===== config.mk =====
export PLATFORM = sky130hd
export DESIGN_NAME = load_align_unit
export DESIGN_NICKNAME = d
export VERILOG_FILES = /design/src/rtl/load_align_unit_pkg.sv /design/src/rtl/load_align_unit_extract.sv /design/src/rtl/load_align_unit.sv
export SDC_FILE = /design/constraint.sdc
export NUM_CORES = 1
export LEC_CHECK = 0
export CAP_MARGIN = 20
export CORE_MARGIN = 10
export CORE_UTILIZATION = 35
export DETAILED_ROUTE_END_ITERATION = 10
export PLACE_DENSITY = 0.71
export SYNTH_ARGS = -nofsm -noshare
export SYNTH_HDL_FRONTEND = slang
export SYNTH_HIERARCHICAL = 1
export SYNTH_SLANG_ARGS = --single-unit

===== constraint.sdc =====
create_clock -name clk -period 6.6 [get_ports clk]
set_input_delay 1.32 -clock clk [delete_from_list [all_inputs] [get_ports clk]]
set_output_delay 1.32 -clock clk [all_outputs]
set_load 0.02 [all_outputs]

===== src/rtl/load_align_unit_pkg.sv =====
// CorePack: shared types for the load path.
//   addr_t / data_t       : byte address and 64-bit doubleword types
//   mem_op_enum           : load width/signedness selector
//   ld_state_e            : load FSM states
//   LD_TIMEOUT_DEFAULT    : default watchdog length in WAIT cycles
//   is_misaligned()       : natural-alignment test by access width
package CorePack;

    typedef logic [31:0] addr_t;
    typedef logic [63:0] data_t;

    typedef enum logic [2:0] {
        MEM_NO,
        MEM_B,
        MEM_H,
        MEM_W,
        MEM_D,
        MEM_UB,
        MEM_UH,
        MEM_UW
    } mem_op_enum;

    typedef enum logic [1:0] {
        LD_IDLE,
        LD_REQ,
        LD_WAIT,
        LD_DONE
    } ld_state_e;

    localparam int unsigned LD_TIMEOUT_DEFAULT = 255;

    // Alignment is judged by access width, so signed and unsigned
    // variants of the same width share one rule.
    function automatic logic is_misaligned(input mem_op_enum op, input logic [2:0] off);
        logic mis;
        mis = 1'b0;
        case (op)
            MEM_H, MEM_UH: mis = off[0];
            MEM_W, MEM_UW: mis = (off[1:0] != 2'b00);
            MEM_D:         mis = (off != 3'b000);
            default:       mis = 1'b0;
        endcase
        return mis;
    endfunction

endpackage


===== src/rtl/load_align_unit_extract.sv =====
// load_extract: combinational byte-lane extraction for loads.
//   mem_op : load width/signedness
//   addr   : byte offset within the doubleword
//   rdata  : raw 64-bit doubleword from memory
//   data   : shifted, truncated and sign/zero-extended result
// Bytes beyond bit 63 come in as zero from the logical shift; there is
// no cross-doubleword access.
module load_extract
    import CorePack::*;
(
    input  mem_op_enum  mem_op,
    input  logic [2:0]  addr,
    input  data_t       rdata,
    output data_t       data
);

    data_t shifted;

    assign shifted = rdata >> {addr, 3'b000};

    always_comb begin
        data = '0;
        case (mem_op)
            MEM_B:   data = {{56{shifted[7]}},  shifted[7:0]};
            MEM_H:   data = {{48{shifted[15]}}, shifted[15:0]};
            MEM_W:   data = {{32{shifted[31]}}, shifted[31:0]};
            MEM_D:   data = rdata;
            MEM_UB:  data = {56'd0, shifted[7:0]};
            MEM_UH:  data = {48'd0, shifted[15:0]};
            MEM_UW:  data = {32'd0, shifted[31:0]};
            default: data = '0;
        endcase
    end

endmodule


===== src/rtl/load_align_unit.sv =====
// load_align_unit: single-outstanding load sequencer with byte alignment.
//   clk, rst            : clock, synchronous active-high reset
//   ld_valid/ld_ready   : core request handshake (ready only in IDLE)
//   ld_op, ld_addr      : load type and byte address
//   dmem_req_valid/ready, dmem_raddr : doubleword-aligned memory request
//   dmem_resp_valid, dmem_rdata      : memory response
//   ld_done, ld_data, ld_err         : one-cycle completion, held result
// Optional feature: define MISALIGN_CHECK_EN to fail misaligned H/W/D
// loads immediately with ld_err instead of issuing them.
//
// state   | meaning
// --------+------------------------------------------------------
// LD_IDLE | ready for a new load
// LD_REQ  | memory request presented, waiting for dmem_req_ready
// LD_WAIT | request accepted, waiting for response or watchdog
// LD_DONE | ld_done pulse, result registered
module load_align_unit
    import CorePack::*;
#(
    parameter int unsigned TIMEOUT_CYCLES = LD_TIMEOUT_DEFAULT
) (
    input  logic        clk,
    input  logic        rst,
    input  logic        ld_valid,
    output logic        ld_ready,
    input  mem_op_enum  ld_op,
    input  addr_t       ld_addr,
    output logic        dmem_req_valid,
    input  logic        dmem_req_ready,
    output addr_t       dmem_raddr,
    input  logic        dmem_resp_valid,
    input  data_t       dmem_rdata,
    output logic        ld_done,
    output data_t       ld_data,
    output logic        ld_err
);

    ld_state_e   state;
    mem_op_enum  op_q;
    logic [2:0]  off_q;
    logic [31:0] wdog_cnt;
    data_t       ext_data;
    logic        early_fail;

    assign ld_ready = (state == LD_IDLE);

`ifdef MISALIGN_CHECK_EN
    assign early_fail = is_misaligned(ld_op, ld_addr[2:0]);
`else
    assign early_fail = 1'b0;
`endif

    load_extract u_extract (
        .mem_op (op_q),
        .addr   (off_q),
        .rdata  (dmem_rdata),
        .data   (ext_data)
    );

    always_ff @(posedge clk) begin
        if (rst) begin
            state          <= LD_IDLE;
            op_q           <= MEM_NO;
            off_q          <= 3'd0;
            wdog_cnt       <= 32'd0;
            dmem_req_valid <= 1'b0;
            dmem_raddr     <= '0;
            ld_done        <= 1'b0;
            ld_data        <= '0;
            ld_err         <= 1'b0;
        end else begin
            ld_done <= 1'b0;
            case (state)
                LD_IDLE: begin
                    if (ld_valid) begin
                        op_q  <= ld_op;
                        off_q <= ld_addr[2:0];
                        if (ld_op == MEM_NO || early_fail) begin
                            state   <= LD_DONE;
                            ld_done <= 1'b1;
                            ld_data <= '0;
                            ld_err  <= early_fail;
                        end else begin
                            state          <= LD_REQ;
                            dmem_req_valid <= 1'b1;
                            dmem_raddr     <= {ld_addr[31:3], 3'b000};
                        end
                    end
                end
                LD_REQ: begin
                    // A response coincident with this handshake is for
                    // nobody we know about and is dropped by not looking.
                    if (dmem_req_ready) begin
                        dmem_req_valid <= 1'b0;
                        wdog_cnt       <= 32'd0;
                        state          <= LD_WAIT;
                    end
                end
                LD_WAIT: begin
                    if (dmem_resp_valid) begin
                        ld_data <= ext_data;
                        ld_err  <= 1'b0;
                        ld_done <= 1'b1;
                        state   <= LD_DONE;
                    end else if (TIMEOUT_CYCLES != 0 &&
                                 wdog_cnt == TIMEOUT_CYCLES - 32'd1) begin
                        ld_data <= '0;
                        ld_err  <= 1'b1;
                        ld_done <= 1'b1;
                        state   <= LD_DONE;
                    end else begin
                        wdog_cnt <= wdog_cnt + 32'd1;
                    end
                end
                LD_DONE: begin
                    state <= LD_IDLE;
                end
                default: begin
                    state <= LD_IDLE;
                end
            endcase
        end
    end

endmodule


Word-level counts from Yosys, hierarchy flattened:

Index checks and enable logic that the tools add are counted.

* input port bits: 104
* word-level logic and storage cells: 71
* bits in registers: 136

* equality and inequality tests: 18
* muxes and demuxes: 30
* add/sub/neg operators: 1
* reductions and logical operators: 11
* bitwise operators: 1
* shifts and indexed selects: 1

Operator list (number)
* $pmux W64 S7: 1
* $mux W64: 4
* $pmux W64 S2: 1
* $mux W32: 3
* $pmux W32 S2: 1
* $shr A64 B6 Y32: 1
* $add A32 B1 Y32 const B: 1
* $eq A32 B8 Y1 const B: 1
* $eq A3 B3 Y1 const B: 4
* $reduce_and A4 Y1: 3
* $mux W1: 11
* $mux W2: 5
* $ne A2 B2 Y1 const B: 5
* $pmux W2 S4: 1
* $eq A3 B2 Y1 const B: 2
* $pmux W1 S2: 3
* $reduce_and A3 Y1: 2
* $reduce_bool A2 Y1: 3
* $eq A2 B2 Y1 const B: 2
* $eq A3 B1 Y1 const B: 1
* $logic_not A3 Y1: 1
* $ne A3 B3 Y1 const B: 1
* $eq A2 B1 Y1 const B: 1
* $logic_not A2 Y1: 1
* other kinds (3): 3

Longest topological paths before layout:

* depth after elaboration: 4
* gate-level depth with buffers: 10
* mapped depth without buffers: 7

Hierarchy:

Netlist, hierarchy kept.

Modules (own cells, without submodules)
* load_align_unit: cells each 719, area each 5808.1 um^2, instances 1, sequential area each 2722.6 um^2
* load_extract: cells each 297, area each 2292.2 um^2, instances 1, sequential area each 0.0 um^2

Least setup slack after synthesis:

Ideal clock, no wire load.

* kind: input to register
* start: input dmem_rdata[47]
* end: register ld_data[23]
* stages: 8
* path slack: 3595 ps
* library setup time: 74 ps
* path buffers: 1
* data arrival time: 2931 ps
* cells stage by stage: mux2i_1 -> mux4_2 -> or4b_4 -> o21a_1 -> buf_2 -> o2111ai_1 -> nand4_1 -> o21ai_0

* longest elaborated chain between the ends: 4

Ends and longest elaborated chain
* start, declared: line load_align_unit.sv:32 `input data_t dmem_rdata,`
* $shr A64 B6 Y32: line load_align_unit_extract.sv:19 `assign shifted = rdata >> {addr, 3'b000};`
* $pmux W64 S7: line load_align_unit_extract.sv:23 `case (mem_op)`
* named net ext_data[23]: line load_align_unit.sv:42 `data_t ext_data;`
* $mux W64: line load_align_unit.sv:100 `if (dmem_resp_valid) begin`
* $pmux W64 S2: line load_align_unit.sv:73 `case (state)`
* end signal, assigned: line load_align_unit.sv:101 `ld_data <= ext_data;`
* end, declared: line load_align_unit.sv:34 `output data_t ld_data,`

The timed path passes the listed nets, and every way through them passes these cells.
A chain may end at the register's enable or synchronous reset.

Worst setup path after layout:

* start: input ld_op[0]
* end: register ld_data[28]

* longest elaborated chain between the ends: 3

Ends and longest elaborated chain
* start, declared: line load_align_unit.sv:26 `input mem_op_enum ld_op,`
* $logic_not A3 Y1: line load_align_unit.sv:78 `if (ld_op == MEM_NO || early_fail) begin`
* $ne A2 B1 Y1 (no line)
* $reduce_and A4 Y1 (no line)

No other way between the ends.

==> Implementation_results.wiki <==
{| class="wikitable"
! Metric !! Value
|-
| Final Max Slew Viols || 0
|-
| Fraction of final layout cells with drive strength greater than 1 || 7.976%
|-
| Post-synthesis to final-layout area growth || 33.19%
|-
| Hold_sp || dmem_raddr[3]
|-
| Clock insertion delay at the later pin of the skew report || 0.43 ns
|-
| H-Tree Depth || 4
|-
| Total Routing Usage GR || 19.73%
|-
| Warnings, synthesis || 6
|-
| Worst slew pin tran || 1.116 ns
|-
| Drt first pass iters || 5
|-
| Maximum number of pins on one net before global-route repair || 81
|-
| Result of the run || finished clean
|-
| Floorplan die area || 29630 um^2
|-
| Root buffer cell || clkbuf_16
|-
| Cell type with the largest total area after synthesis || dfxtp_1
|-
| Final RePlAce weighted congestion || 0.9580
|-
| Worst Clk Skew || 0.01103 ns
|-
| Most used cells in the layout excluding fill and tap cells || clkdlybuf4s50_1 (198), nand2_1 (170), dfxtp_1 (133)
|-
| PnR Total Power || 0.002791 W
|-
| Maximum net fanout on the critical path || 67
|-
| Main area contributors after synthesis || dfxtp_1 (34%), nand2_1 (7.9%), mux2i_1 (7.7%)
|-
| CTS resizes || 0
|-
| Main flop type after synthesis || dfxtp_1
|-
| Post-synth EDFFs || 0
|-
| Flip-flop and latch count after synthesis || 136
|-
| Highest achievable clock rate || 235.8 MHz
|-
| Critical path required time || 6.90 ns
|-
| Path category of the worst min-delay check || reg2reg
|-
| Clock transition at the registers of the reported paths || 0.06 ns
|-
| Post-DR vias/cell || 5.971
|-
| Wirelength per Cell || 20.68 um
|-
| Vias in the first global route || 8146
|-
| Reg-to-reg critical path startpoint || state[0]
|-
| Startpoint type of the worst setup path || input port
|-
| Num CTS Buffers || 17
|-
| Final hold violation count || 0
|-
| Portion of the post-synthesis area used by sequential elements || 33.61%
|-
| R2R cell count || 8
|-
| Type of the worst setup path || in2reg
|-
| Endpoint of the worst-slack reg-to-reg timing path || ld_data[28]
|-
| Worst hold slack after final layout || 0.4518 ns
|-
| Overflow after GRT || 0
|-
| Fraction of registers with async set/reset || 0%
|-
| Residual DRC || 0
|-
| Areal power density over the cells || 258.7 nW/um^2
|-
| Global-route wire length before repair || 46.40 mm
|-
| Post-synthesis cell type count || 73
|-
| Number of max-cap violations || 0
|-
| Initial cell density of the core || 35.67%
|-
| Antenna violations before repair || 1
|-
| Total wire length after detailed routing || 30.03 mm
|-
| Worst setup path endpoint || ld_data[28]
|-
| Register-to-Register Setup Slack || 2.75 ns
|-
| Final cycle utilization of the critical path || 64.25%
|-
| Most common library cell in the layout ignoring fill and taps || clkdlybuf4s50_1
|-
| Synth Area per Inst || 7.973 um^2
|-
| TritonCTS clock tree || done
|-
| Number of buffers added to fix hold violations after cts || 0
|-
| Share of the synthesized area in the top cell type || 33.61%
|-
| Synthesized instance count || 1016
|-
| # rows || 55
|-
| Nets@finish || 1262
|-
| Setup total negative slack || 0 ns
|-
| Count of final setup violators || 0
|-
| Setup repair after global routing missed its margin || false
|-
| CTS sink cnt || 136
|-
| Time the final worst path needs with I/O delays and setup || 4.240 ns
|-
| Signal arrival time at the worst endpoint || 4.54 ns
|-
| Port-buffer cells || 200
|-
| Die Span Y || 172.1 um
|-
| Half-perimeter wire length after detailed placement || 21.27 mm
|-
| Peak supply drop || 0.2158 mV
|-
| DRT antenna net count || 0
|-
| Total standard cell area after synthesis || 8100 um^2
|-
| Buffer depth of the longest clock path || 2
|-
| Routed vias || 8670
|-
| Area of the core region || 22710 um^2
|-
| Endpoint type of the worst setup path || flip-flop
|-
| Top-level port count || 204
|-
| Relative slew margins || 25.40%
|-
| Setup fix buffers added after clock tree synthesis || 0
|-
| Static leakage || 3.788 nW
|-
| DIE WIDTH || 172.1 um
|-
| Crit path from || ld_op[0]
|-
| Initial DRC Count || 984
|}
## routing by layer
| layer | global-route usage (%) | vias to the layer above | wire length [um] |
|---|---|---|---|
| met1 | 26.20 | 4037 | 12880 |
| met3 | 5.951 | 70 | 3214 |
| li1 | - | 4075 | - |
| met4 | 8.021 | 0 | 894 |
| met5 | 0 | - | 0 |
| met2 | 29.13 | 488 | 13040 |
## power breakdown
| group | leakage [nW] | switching (W) | internal (W) |
|---|---|---|---|
| logic | 2.38 | 0.000497 | 0.000333 |
| clock network | 0.310 | 0.000396 | 0.000633 |
| registers | 1.10 | 0.0000696 | 0.000862 |
| total | 3.79 | 0.000963 | 0.00183 |
## cell type report
type	instances	area, um^2
Antenna cell	1	2.502
Clock buffer	21	470.5
Clock inverter	11	160.2
Fill cell	2186	11920
Inverter	14	52.55
Multi-Input combinational cell	768	4898
Sequential cell	136	2729
Tap cell	285	356.6
Timing Repair Buffer	216	2120
## worst min-delay path by stage
stage	endpoint	cells after the start
final	dmem_raddr[3]	2
after global routing	ld_data[46]	2
after CTS	dmem_raddr[7]	2
after detailed placement	dmem_raddr[7]	2
after global placement	dmem_raddr[21]	2
after floorplan	off_q[1]	2
## stage by stage
step | instance area (um^2) | utilization (%) | setup WS (ns) | cells
floorplan | 8108 | - | 3.595 | 1018
finish | 10790 | 47.51 | 2.360 | 1452
detailed placement | 10140 | 44.66 | 1.931 | 1418
global placement | 10140 | 44.66 | 2.019 | 1418
global route | 10790 | 47.51 | 2.051 | 1452
CTS | 10770 | 47.43 | 2.375 | 1450
## kinds of logic after synthesis
logic type	Yosys count	synth area share [%]
other	1	0.04629
multiplexers	80	11.97
XOR/XNOR	1	0.1081
flip-flops	136	33.61
AO/OA/AOI/OAI	304	23.66
adder cells (fa/ha/maj)	5	0.7723
buffers and inverters	114	6.271
AND/OR/NAND/NOR	375	23.56
## state kept, by name, indices dropped and copies added, names as in the netlist
register / flops
ld_data: 64
wdog_cnt: 32
dmem_raddr: 29
off_q: 3
op_q: 3
state: 2
dmem_req_valid: 1
ld_done: 1
ld_err: 1
## worst max-delay path, cell delays in order
cell	delay, ns
clkdlybuf4s50_1	0.43
nor3_1	0.42
nand3_1	0.23
o21ai_4	0.10
buf_4	0.54
o21a_1	0.89
buf_4	0.42
o21ai_0	0.14
## synthesized netlist by cell type, drive strengths merged (6+ instances only)
cell	instances
clkbuf	67
mux4	13
nor3	12
o311ai	9
a211oi	6
nand4	76
mux2i	62
nor4	12
a21oi	74
nand2	170
dfxtp	136
nand2b	6
o31ai	10
o211ai	8
a221o	9
inv	14
a31oi	7
nand3	31
buf	33
a21o	33
or4	12
or3	8
o21ai	104
nor2	26
Power figures use the tool's default switching activity.
